==> src/rtl/tc_to_sm_conv_pkg.sv <==
// Shared constants and the two's-complement to sign-magnitude mapping
// used by the converter and by sign-magnitude consumers such as the comparator.
package tc_to_sm_conv_pkg;

   localparam int unsigned TC_WIDTH = 8;

   localparam logic [TC_WIDTH-1:0] TC_MOST_NEG = {1'b1, {(TC_WIDTH-1){1'b0}}};
   localparam logic [TC_WIDTH-1:0] SM_SAT_CODE = '1;

   // The most negative value has no sign-magnitude form; it clamps to -(2^(W-1)-1).
   function automatic logic [TC_WIDTH-1:0] tc2sm(input logic [TC_WIDTH-1:0] value);
      logic [TC_WIDTH-1:0] neg;
      neg = ~value + 1'b1;
      if (!value[TC_WIDTH-1])
         return value;
      else if (value == TC_MOST_NEG)
         return SM_SAT_CODE;
      else
         return {1'b1, neg[TC_WIDTH-2:0]};
   endfunction

endpackage

==> src/rtl/sm_fifo.sv <==
// Synchronous FIFO with registered storage; the head entry is presented
// directly from the storage array so it holds stable while not popped.
module sm_fifo #(
   parameter int unsigned WIDTH = 8,
   parameter int unsigned DEPTH = 4
) (
   input  logic             clk,
   input  logic             rst_n,
   input  logic             push,
   input  logic             pop,
   input  logic [WIDTH-1:0] wr_data,
   output logic [WIDTH-1:0] rd_data,
   output logic             full,
   output logic             empty
);

   localparam int unsigned PTR_W = (DEPTH > 1) ? $clog2(DEPTH) : 1;
   localparam int unsigned LVL_W = $clog2(DEPTH + 1);
   localparam logic [LVL_W-1:0] FULL_LVL = LVL_W'(DEPTH);

   logic [WIDTH-1:0] mem [DEPTH];
   logic [PTR_W-1:0] wr_ptr;
   logic [PTR_W-1:0] rd_ptr;
   logic [LVL_W-1:0] count;
   logic             do_push;
   logic             do_pop;

   assign full    = (count == FULL_LVL);
   assign empty   = (count == '0);
   // A full FIFO refuses a push even when it is popped in the same cycle.
   assign do_push = push && !full;
   assign do_pop  = pop && !empty;
   assign rd_data = mem[rd_ptr];

   always_ff @(posedge clk or negedge rst_n) begin
      if (!rst_n) begin
         for (int unsigned i = 0; i < DEPTH; i++)
            mem[i] <= '0;
         wr_ptr <= '0;
         rd_ptr <= '0;
         count  <= '0;
      end else begin
         if (do_push) begin
            mem[wr_ptr] <= wr_data;
            wr_ptr      <= wr_ptr + 1'b1;
         end
         if (do_pop)
            rd_ptr <= rd_ptr + 1'b1;
         case ({do_push, do_pop})
            2'b10:   count <= count + 1'b1;
            2'b01:   count <= count - 1'b1;
            default: count <= count;
         endcase
      end
   end

endmodule

==> src/rtl/tc_to_sm_conv.sv <==
// Streaming two's-complement to sign-magnitude converter with an output FIFO
// and running statistics (saturation count, largest accepted magnitude).
module tc_to_sm_conv
   import tc_to_sm_conv_pkg::*;
#(
   parameter int unsigned WIDTH = TC_WIDTH,
   parameter int unsigned DEPTH = 4,
   parameter int unsigned CNT_W = 8
) (
   input  logic             clk,
   input  logic             rst_n,
   input  logic             in_valid,
   output logic             in_ready,
   input  logic [WIDTH-1:0] in_data,
   output logic             out_valid,
   input  logic             out_ready,
   output logic [WIDTH-1:0] out_data,
   input  logic             stat_clr,
   output logic [CNT_W-1:0] sat_count,
   output logic [WIDTH-2:0] max_mag
);

   localparam logic [WIDTH-1:0] MOST_NEG = {1'b1, {(WIDTH-1){1'b0}}};

   logic             fifo_full;
   logic             fifo_empty;
   logic             accept;
   logic             take;
   logic             sat_in;
   logic [WIDTH-1:0] neg_data;
   logic [WIDTH-1:0] sm_code;
   logic [WIDTH-2:0] mag;

   assign in_ready  = !fifo_full;
   assign out_valid = !fifo_empty;
   assign accept    = in_valid && in_ready;
   assign take      = out_valid && out_ready;

   always_comb begin
      sat_in   = (in_data == MOST_NEG);
      neg_data = ~in_data + 1'b1;
      sm_code  = in_data;
      if (in_data[WIDTH-1])
         sm_code = sat_in ? '1 : {1'b1, neg_data[WIDTH-2:0]};
      mag = sm_code[WIDTH-2:0];
   end

   sm_fifo #(
      .WIDTH (WIDTH),
      .DEPTH (DEPTH)
   ) u_fifo (
      .clk     (clk),
      .rst_n   (rst_n),
      .push    (accept),
      .pop     (take),
      .wr_data (sm_code),
      .rd_data (out_data),
      .full    (fifo_full),
      .empty   (fifo_empty)
   );

   // A clear coinciding with an accept restarts the statistics from that sample.
   always_ff @(posedge clk or negedge rst_n) begin
      if (!rst_n) begin
         sat_count <= '0;
         max_mag   <= '0;
      end else if (stat_clr) begin
         sat_count <= (accept && sat_in) ? CNT_W'(1) : '0;
         max_mag   <= accept ? mag : '0;
      end else if (accept) begin
         if (sat_in && (sat_count != '1))
            sat_count <= sat_count + 1'b1;
         if (mag > max_mag)
            max_mag <= mag;
      end
   end

endmodule

==> config.mk <==
export PLATFORM = sky130hd
export DESIGN_NAME = tc_to_sm_conv
export DESIGN_NICKNAME = d
export VERILOG_FILES = /design/src/rtl/tc_to_sm_conv_pkg.sv /design/src/rtl/sm_fifo.sv /design/src/rtl/tc_to_sm_conv.sv
export SDC_FILE = /design/constraint.sdc
export NUM_CORES = 1
export LEC_CHECK = 0
export CAP_MARGIN = 0
export CORE_MARGIN = 3
export CORE_UTILIZATION = 55
export DETAILED_ROUTE_END_ITERATION = 6
export GPL_ROUTABILITY_DRIVEN = 0
export GPL_TIMING_DRIVEN = 0
export MAX_ROUTING_LAYER = met4
export PLACE_DENSITY = 0.86
export RECOVER_POWER = 100
export SKIP_LAST_GASP = 1
export SYNTH_ARGS = -nofsm -noshare
export SYNTH_HDL_FRONTEND = slang
export SYNTH_SLANG_ARGS = --single-unit
==> constraint.sdc <==
create_clock -name clk -period 3.1 [get_ports clk]
set_clock_uncertainty 0.15 [all_clocks]
set_input_delay 0.62 -clock clk [delete_from_list [all_inputs] [get_ports clk]]
set_output_delay 0.62 -clock clk [all_outputs]
set_load 0.01 [all_outputs]
==> flow_summary.ini <==
[status]
outcome = finished, final reports clean

[timing]
slew_headroom_pct = 34.94
finalSetupViolCount = 0
fin_crit_ns = 2.988
setup_tns_ns = 0
worstMarginPinSlew_ns = 0.9759
fin_crit_sh_pct = 96.39
fmax_mhz = 334.6
finalHoldViolations = 0
slew_violations = 0
timing.final.ws_setup_ns = 0.1118
rsz0062_at_grt = no

[final_layout]
final_common_cell = dfrtp_1
antennaDiodeCount = 0
register_area_um2 = 1351
fillers = 349
area_growth_pct = 26.87
multiInputGateArea_um2 = 1665
final_cell_mix = dfrtp_1, mux2_2, inv_1, clkdlybuf4s50_1
final_nets = 334
layout-drive-gt1-share_pct = 33.22

[pwr]
p_leak_uw = 0.001658
p_switching_uw = 1159
intPower_uw = 2212
power.share.switching_pct = 34.38
p_total_uw = 3371
pwr-share-comb_pct = 48.9
clkPwrFrac_pct = 15.1
irDropWorstVdd_mv = 0.5182
p_per_area_nw_per_um2 = 884.7
seqPwrFrac_pct = 35.9

[routing]
drt-initial-drc-count = 159
avgViaCountPerCell = 6.204
drt_pass1_iterations = 4
drt_wl_total_mm = 7.660
remaining_drc_errors = 0
drtAntennaViolNets = 0
dr_total_vias = 2339
drt-wirelength-per-cell_um = 20.32

[grt]
grt_pass1_vias = 2475
grt_usage_pct = 26.28
antenna_found_initial = 0
gr-total-overflow = 0
grt_pass1_wl_mm = 12.45
grt_max_degree = 40

[place]
dp_hpwl_mm = 4.833
portBuffers = 36
dp_slack_ns = -0.8478

[clocking]
path_clk_slew_ns = 0.10
cts_tree = yes
cts_buffers = 5
hold_buffers = 0
worstSkewPairLatency_ns = 0.32
root_buffer = clkbuf_8
htreeDepth = 2
cts_buffer_depth = 2
clock-sinks = 54

[logic_synthesis]
ys_ff_latch = 54
synth_area_um2 = 3003
yosysUniqueCellTypes = 54
synth_top_cell_by_area = dfrtp_1
synth.area.top_cells = dfrtp_1, mux2_2, mux4_2
yosys_warnings = 0
synth_top_cell_area_share_pct = 45.00
ys_seq_area_share_pct = 45.00
synth_edf_count = 0
syn_area_per_cell_um2 = 12.06
yosys_most_used_dff = dfrtp_1
syn-instance-count = 249
syn_nets = 277
async_reset_ff_share_pct = 100.0

[critical_path]
endpoint_kind = flip-flop
startpoint_type = input pin
required_ns = 3.16
path_max_fanout = 4
crit_type = in2reg
cp.arrival_ns = 3.05

[floorplan]
pin_count = 38
die_y_um = 79.89
core_um2 = 5205
die-width_um = 79.89
dieArea_um2 = 6382
start_util_pct = 57.69
num_rows = 26

[flow_run]
drv_cap = 0

[min_path]
hold_class = in2async
[Yosys cell counts (all sizes together) (3+ instances only)]
cell type / instances
dfrtp: 54
mux2: 39
inv: 19
ha: 14
a21oi: 12
nand2: 12
nor2: 9
mux4: 8
o21ai: 6
and3: 5
buf: 5
nor4: 5
o311ai: 5
nand3: 4
clkbuf: 3
nand4: 3
nor3: 3
o211ai: 3
o31ai: 3
or4: 3
xnor2: 3
xor2: 3
[registers in the layout, indices dropped and copies added, names as in the netlist]
signal	count
max_mag	7
u_fifo.wr_ptr	2
u_fifo.mem	32
u_fifo.rd_ptr	2
sat_count	8
u_fifo.count	3
[layer usage]
layer | track usage, % | up-vias | wire length, µm | part of all wire [%]
li1 | - | 1041 | - | -
met1 | 32.66 | 1164 | 3186 | 42
met2 | 42.96 | 100 | 3756 | 49
met3 | 4.176 | 34 | 378 | 4.9
met4 | 10.81 | 0 | 338 | 4.4
met5 | - | - | 0 | 0
[power groups by stage]
| stage | registers [µW] | clock network [µW] | logic (µW) |
|---|---|---|---|
| 2_1_floorplan | 1160 | 0 | 1010 |
| 6_report | 1210 | 510 | 1650 |
| 4_1_cts | 1200 | 516 | 1640 |
| 3_3_place_gp | 1180 | 0 | 1500 |
| 3_5_place_dp | 1210 | 0 | 1570 |
| 5_1_grt | 1250 | 550 | 1780 |
[path summary, 6_finish.rpt]
check	start	end	slack (ns)	cells after the start
setup reg to reg	u_fifo.count[0]$_DFFE_PN0P_	u_fifo.count[2]$_DFFE_PN0P_	0.27	10
hold / removal	rst_n	u_fifo.wr_ptr[0]$_DFFE_PN0P_	0.23	1
min in group clk	u_fifo.mem[11]$_DFFE_PN0P_	u_fifo.mem[11]$_DFFE_PN0P_	0.36	1
setup / recovery	in_data[1]	max_mag[5]$_DFFE_PN0P_	0.11	12
hold reg to reg	u_fifo.mem[11]$_DFFE_PN0P_	u_fifo.mem[11]$_DFFE_PN0P_	0.36	1
max in group asynchronous	rst_n	u_fifo.mem[1]$_DFFE_PN0P_	1.11	2
[layout make-up]
type | instances | share of cell area (%)
sequential | 54 | 35.47
clock buffer | 6 | 2.167
clock inverter | 2 | 1.018
tap | 70 | 2.299
inverter | 19 | 2.003
buffer | 8 | 1.182
multi-input combinational | 168 | 43.71
timing repair buffer | 50 | 12.15
[per-stage QoR]
stage,hold slack [ns],util [%],instances,area (µm²)
after CTS,0.07449,72.38,373,3767
after global routing,0.2887,73.20,377,3810
final,0.2272,73.20,377,3810
after global placement,0.3146,66.71,355,3472
after detailed placement,0.3371,67.00,356,3487
after floorplan,0.1744,-,249,3024
[cells by family (layout without fill, tap and decap cells)]
family	count (synthesis)	count (layout)	share of synthesized area, %
simple gates	56	56	11.54
flops	54	54	45.00
mux	48	48	21.08
compound gates	43	43	10.29
buf+inv	27	85	3.833
fa+ha+maj	15	15	6.500
xor+xnor	6	6	1.750
[worst max-delay path: stages]
cell and delay (ns):
buf_6 0.11, inv_4 0.05, ha_4 0.13, or3b_4 0.42, o311ai_4 0.27, o21a_2 0.21
ha_1 0.17, inv_1 0.06, o211ai_1 0.33, a2bb2oi_4 0.24, buf_6 0.13, mux2_2 0.31
[what timing repair did]
action,4_1_cts,5_1_grt
endpoints found under the setup margin,7,7
pin swaps,7,9
buffers inserted,9,4
gates resized for setup,29,31
No activity file was read; power rests on OpenSTA's default activity.
